`config.mk`:
```
export PLATFORM = sky130hd
export DESIGN_NAME = ram_loader
export DESIGN_NICKNAME = d
export VERILOG_FILES = /design/src/rtl/ram_loader_pkg.sv /design/src/rtl/loader_timer.sv /design/src/rtl/ram_loader.sv
export SDC_FILE = /design/constraint.sdc
export NUM_CORES = 1
export LEC_CHECK = 0
export ABC_AREA = 1
export CORE_MARGIN = 5
export CORE_UTILIZATION = 25
export DETAILED_ROUTE_END_ITERATION = 8
export MAX_ROUTING_LAYER = met4
export RECOVER_POWER = 25
export SYNTH_ARGS = -nofsm -noshare
export SYNTH_HDL_FRONTEND = slang
export SYNTH_SLANG_ARGS = --single-unit
```
`constraint.sdc`:
```
create_clock -name clk -period 3.9 [get_ports clk]
set_input_delay 0.78 -clock clk [delete_from_list [all_inputs] [get_ports clk]]
set_output_delay 0.78 -clock clk [all_outputs]
set_load 0.1 [all_outputs]
```
`src/rtl/ram_loader_pkg.sv`:
```
// ram_loader_pkg: shared definitions for the serial RAM image loader.
//   state_t : loader FSM states
//   err_t   : error code driven on ram_loader.err
//   helpers : state-class decodes shared by the top and its timer hookup
package ram_loader_pkg;

  typedef enum logic [2:0] {
    ST_IDLE   = 3'd0,
    ST_ADDR   = 3'd1,
    ST_LEN    = 3'd2,
    ST_DATA   = 3'd3,
    ST_CHK    = 3'd4,
    ST_VERIFY = 3'd5,
    ST_DONE   = 3'd6,
    ST_ERR    = 3'd7
  } state_t;

  typedef enum logic [1:0] {
    ERR_NONE = 2'b00,
    ERR_CSUM = 2'b01,
    ERR_RDBK = 2'b10,
    ERR_TMO  = 2'b11
  } err_t;

  // States that take bytes from the input stream.
  function automatic logic st_accepts(state_t s);
    return s inside {ST_IDLE, ST_ADDR, ST_LEN, ST_DATA, ST_CHK, ST_ERR};
  endfunction

  // Frame-body states guarded by the idle-cycle timeout.
  function automatic logic st_timed(state_t s);
    return s inside {ST_ADDR, ST_LEN, ST_DATA, ST_CHK};
  endfunction

  // Frame in progress.
  function automatic logic st_busy(state_t s);
    return s inside {ST_ADDR, ST_LEN, ST_DATA, ST_CHK, ST_VERIFY};
  endfunction

endpackage

```
`src/rtl/loader_timer.sv`:
```
// loader_timer: idle-cycle watchdog for the frame body.
//   clk, rst : clock, synchronous active-high reset
//   run      : watchdog armed (frame-body states)
//   kick     : a byte was accepted this cycle; restarts the count
//   expired  : this cycle is idle cycle number TIMEOUT since the last byte
module loader_timer #(
  parameter int TIMEOUT = 255
) (
  input  logic clk,
  input  logic rst,
  input  logic run,
  input  logic kick,
  output logic expired
);

  // The count only has to reach TIMEOUT-1; the TIMEOUT-th idle cycle fires.
  localparam int CW = (TIMEOUT < 2) ? 1 : $clog2(TIMEOUT);
  localparam logic [CW-1:0] LAST = CW'(TIMEOUT - 1);

  logic [CW-1:0] cnt;

  always_ff @(posedge clk) begin
    if (rst || !run || kick) cnt <= '0;
    else                     cnt <= cnt + CW'(1);
  end

  assign expired = run && !kick && (cnt == LAST);

endmodule

```
`src/rtl/ram_loader.sv`:
```
// ram_loader: receives a framed RAM image over a byte stream, writes it to an
// external RAM, then reads it back and checks it before releasing the CPU.
// Frame: SYNC_BYTE, A, L, N data bytes (N = L, or 256 when L = 0), C.
//   clk, rst          : clock, synchronous active-high reset
//   in_valid/in_data  : incoming byte stream, in_ready handshake
//   MemWrite/MemRead  : RAM strobes (registered), addr/wdata registered
//   rdata             : combinational RAM read data
//   busy/done/err     : status, cpu_hold low only once the image is verified
module ram_loader
  import ram_loader_pkg::*;
#(
  parameter logic [7:0] SYNC_BYTE = 8'hA5,
  parameter int         TIMEOUT   = 255
) (
  input  logic       clk,
  input  logic       rst,
  input  logic       in_valid,
  input  logic [7:0] in_data,
  output logic       in_ready,
  output logic       MemWrite,
  output logic       MemRead,
  output logic [7:0] addr,
  output logic [7:0] wdata,
  input  logic [7:0] rdata,
  output logic       busy,
  output logic       done,
  output logic [1:0] err,
  output logic       cpu_hold
);

  state_t     state;
  err_t       err_q;
  logic [7:0] base, len, idx;
  logic [7:0] csum;   // running frame checksum: A + L + data (+ C at check)
  logic [7:0] dsum;   // sum of the data bytes as received
  logic [7:0] rsum;   // sum of the data bytes as read back

  logic       take, last, tmo;
  logic [7:0] csum_nx, rsum_nx;

  assign in_ready = st_accepts(state);
  assign busy     = st_busy(state);
  assign done     = (state == ST_DONE);
  assign cpu_hold = (state != ST_DONE);
  assign err      = err_q;

  assign take    = in_valid && in_ready;
  // idx counts 0..N-1; L-1 mod 256 is N-1 for L=0 (N=256) as well.
  assign last    = (idx == len - 8'd1);
  assign csum_nx = csum + in_data;
  assign rsum_nx = rsum + rdata;

  loader_timer #(.TIMEOUT(TIMEOUT)) u_timer (
    .clk     (clk),
    .rst     (rst),
    .run     (st_timed(state)),
    .kick    (take),
    .expired (tmo)
  );

  always_ff @(posedge clk) begin
    if (rst) begin
      state    <= ST_IDLE;
      err_q    <= ERR_NONE;
      MemWrite <= 1'b0;
      MemRead  <= 1'b0;
      addr     <= '0;
      wdata    <= '0;
      base     <= '0;
      len      <= '0;
      idx      <= '0;
      csum     <= '0;
      dsum     <= '0;
      rsum     <= '0;
    end else begin
      // Strobes are single-cycle unless re-asserted below.
      MemWrite <= 1'b0;
      MemRead  <= 1'b0;
      case (state)
        ST_IDLE, ST_ERR: begin
          if (take && in_data == SYNC_BYTE) begin
            state <= ST_ADDR;
            err_q <= ERR_NONE;
          end
        end
        ST_ADDR: begin
          if (take) begin
            base  <= in_data;
            csum  <= in_data;
            state <= ST_LEN;
          end
        end
        ST_LEN: begin
          if (take) begin
            len   <= in_data;
            csum  <= csum_nx;
            idx   <= '0;
            dsum  <= '0;
            state <= ST_DATA;
          end
        end
        ST_DATA: begin
          if (take) begin
            MemWrite <= 1'b1;
            addr     <= base + idx;
            wdata    <= in_data;
            csum     <= csum_nx;
            dsum     <= dsum + in_data;
            if (last) begin
              idx   <= '0;
              state <= ST_CHK;
            end else begin
              idx <= idx + 8'd1;
            end
          end
        end
        ST_CHK: begin
          if (take) begin
            if (csum_nx == 8'd0) begin
              state   <= ST_VERIFY;
              MemRead <= 1'b1;
              addr    <= base;
              idx     <= '0;
              rsum    <= '0;
            end else begin
              state <= ST_ERR;
              err_q <= ERR_CSUM;
            end
          end
        end
        ST_VERIFY: begin
          // rdata belongs to the address presented this cycle.
          rsum <= rsum_nx;
          if (last) begin
            if (rsum_nx == dsum) state <= ST_DONE;
            else begin
              state <= ST_ERR;
              err_q <= ERR_RDBK;
            end
          end else begin
            MemRead <= 1'b1;
            addr    <= base + idx + 8'd1;
            idx     <= idx + 8'd1;
          end
        end
        ST_DONE: ;
        default: state <= ST_IDLE;
      endcase
      // Only fires on idle cycles, so it never races an accepted byte.
      if (tmo) begin
        state <= ST_ERR;
        err_q <= ERR_TMO;
      end
    end
  end

endmodule

```
==> out/metrics.csv <==
stage,metric,value,unit
clocking,cts_tree,done,
timing,fin_worst_skew,0.006830,ns
timing,tightestPinTransition,1.180,ns
setup_path,end_kind,register,
job,cap_violations,0,
floorplan,die_x,158.0,um
placement,gp_congestion,0.8465,
synthesis,synthTopCellsByArea,"dfxtp_1 (29%), nand2_1 (16%), ha_1 (8.2%)",
timing,fin_tns_setup,0,ns
layout,fin_nets,957,
timing,grt_setup_unrepaired,no,
layout,multi_input_area,0.003406,sq mm
clocking,path_clk_slew,0.06,ns
drt,drc_errors,0,
setup_path,r2r-start,state[1],
clocking,htree_levels,3,
floorplan,rows,54,
clocking,post_cts_buffers,0,
pwr,p_int,2007,uW
timing,hold_slack,0.4665,ns
synthesis,synth_seq_cells,79,
drt,post_drt_via_cell_ratio,4.560,
clocking,ctsResizeCount,0,
layout,finish.utilization,30.09,%
clocking,cts_made_buffers,9,
pwr,p_per_area,579.9,mW/mm^2
layout,final_common_cell,nand2_1,
global_routing,grt_pass1_wl,25140,um
synthesis,yosysWarnings,0,
setup_path,ff2ff_path_depth,8,
synthesis,synthCells,851,
placement,port_buffers,42,
global_routing,grt_use_total,12.84,%
pwr,clockPowerShare,23.4,%
floorplan,core,0.02169,sq mm
layout,drive_above_1_share,6.202,%
pwr,vdd.ir_drop.worst,0.0002146,V
drt,detail-route-antenna-nets,0,
timing,maxSlewViolCount,0,
drt,wirelength,14980,um
synthesis,synth_edf_count,0,
floorplan,ioPinCount,43,
synthesis,synth_area,0.005473,sq mm
min_path,worstHoldStart,err[0],
clocking,root_buffer,clkbuf_16,
timing,fin_crit,3.311,ns
synthesis,yosysTopAreaCellShare,28.90,%
setup_path,worstPathRequired,4.18,ns
clocking,cts_num_sinks,79,
pwr,p_comb_share,48.3,%
synthesis,ys.flop_type,dfxtp_1,
setup_path,r2r-end,dsum[4],
timing,finalCritPeriodShare,84.89,%
setup_path,r2r_slack,0.84,ns
clocking,postCtsHoldBufs,0,
drt,avgRoutedWirePerCell,12.66,um
layout,fillers,2368,
synthesis,yosysUniqueCellTypes,41,
placement,hpwlAfterDp,11470,um
pwr,switching_share,46.95,%
setup_path,worstSetupPathType,in2reg,
floorplan,dieHeight,158.0,um
timing,maxSlewHeadroom,21.03,%
pwr,p_sw,1777,uW
status,status,completed,
clocking,clk_latency,0.35,ns
setup_path,cp_max_fo,13,
timing,timing.fmax,302.1,MHz
layout,diodes,0,
layout,layout_common_cells,"nand2_1 (227), nor2_1 (108), inv_1 (101), dfxtp_1 (79), nand3_1 (68)",
global_routing,antenna_found_initial,0,
min_path,hold_class,reg2reg,
min_path,min_to,err[0],
drt,firstDrtPassIters,4,
timing,final_hold_viol_count,0,
clocking,cts_max_path_buffers,2,
synthesis,synth_nets,910,
setup_path,arrival,3.59,ns
setup_path,startpoint_type,primary input,
synthesis,synth_area_per_cell,6.431,sq um
global_routing,first_global_vias,5006,
drt,vias,5395,
global_routing,overflow,0,
floorplan,die_area,0.02495,sq mm
synthesis,synth_area_leader_cell,dfxtp_1,
floorplan,initial_utilization,25.23,%
layout,final-seq-area,0.001582,sq mm
global_routing,grt_max_degree,29,
drt,drt_iter0_markers,324,
layout,area_delta_synth_final,19.23,%
min_path,whs_path_depth,2,
synthesis,yosysSeqAreaShare,28.90,%
pwr,power_leakage,0.002999,uW
synthesis,synthArstFlopShare,0,%
timing,finalSetupViolations,0,
pwr,seqPwrFrac,28.3,%
## flip-flops by register name, summed over array words and instances, names as in the netlist
register,count
addr,8
base,8
csum,8
dsum,8
idx,8
len,8
rsum,8
u_timer.cnt,8
wdata,8
state,3
err,2
MemRead,1
MemWrite,1
## worst max-delay path, cell delays in order
cell and delay, ns:
clkdlybuf4s50_1 0.50, ha_1 0.22, fa_1 0.45, or2_2 0.30
nor2_1 0.12, nand3_1 0.08, nor2_1 0.12, nand3_2 0.12
nand2_2 0.13, inv_2 0.06, nor2_4 0.22, nand2_2 0.22
nand2_1 0.11, nand2_1 0.05, nor2_1 0.12
## cell families (layout without fill, tap and decap cells)
group	Yosys count	in the layout	synth area share [%]
xor+xnor	25	25	4.001
fa+ha+maj	40	40	9.694
simple gates	454	454	35.60
flops	79	79	28.90
compound gates	132	132	13.17
buf+inv	121	173	8.642
## how the worst max path moves through the flow
stage               startpoint  endpoint  slack [ns]  cells past startpoint
CTS                 in_data[0]   addr[5]        0.63                     14
global route        in_data[0]   addr[0]        0.38                     15
floorplan             state[1]  cpu_hold        0.19                      5
detailed placement  in_data[0]   addr[5]        0.27                     14
finish              in_data[0]   addr[5]        0.59                     15
global placement    in_data[0]   addr[7]        0.36                     14
## Yosys cell counts, types with 7 or more instances
library cell / instances
nand3b_1: 7
nor2_2: 8
nor2_1: 106
nand3_1: 68
o21ai_0: 46
xor2_1: 12
nor3_1: 7
a21oi_1: 61
nand2_1: 226
dfxtp_1: 79
ha_1: 36
clkbuf_1: 10
nand4_1: 13
xnor2_1: 13
inv_1: 100
## power groups by stage
stage	clock network (uW)	registers (uW)	logic [uW]
floorplan	0	1420	1110
global placement	0	1090	1820
detailed placement	0	1090	1840
CTS	911	1070	1840
global route	946	1090	2030
finish	885	1070	1830
## metrics by stage
| stage | worst slack, ns | cells | instance area [sq um] | total power [uW] |
|---|---|---|---|---|
| after global routing | 0.3755 | 1183 | 6525 | 4064 |
| after floorplan | 0.1944 | 851 | 5473 | 2528 |
| after global placement | 0.3583 | 1167 | 6245 | 2912 |
| final | 0.5894 | 1183 | 6525 | 3784 |
| after CTS | 0.6286 | 1183 | 6554 | 3827 |
| after detailed placement | 0.2742 | 1167 | 6245 | 2926 |
## layer usage
metal	vias up	global-route usage (%)	wire, um
met5	-	-	0
met4	0	3.615	218
met3	17	2.488	616
met2	106	19.98	6852
met1	2426	17.05	7291
li1	2846	-	-
## cell type report
| class | instances | area share (%) |
|---|---|---|
| Clock inverter | 6 | 1.074 |
| Multi-Input combinational cell | 651 | 52.20 |
| Inverter | 105 | 6.040 |
| Timing Repair Buffer | 52 | 7.421 |
| Tap cell | 280 | 5.369 |
| Sequential cell | 79 | 24.24 |
| Clock buffer | 10 | 3.663 |
Power figures use the tool's default switching activity.
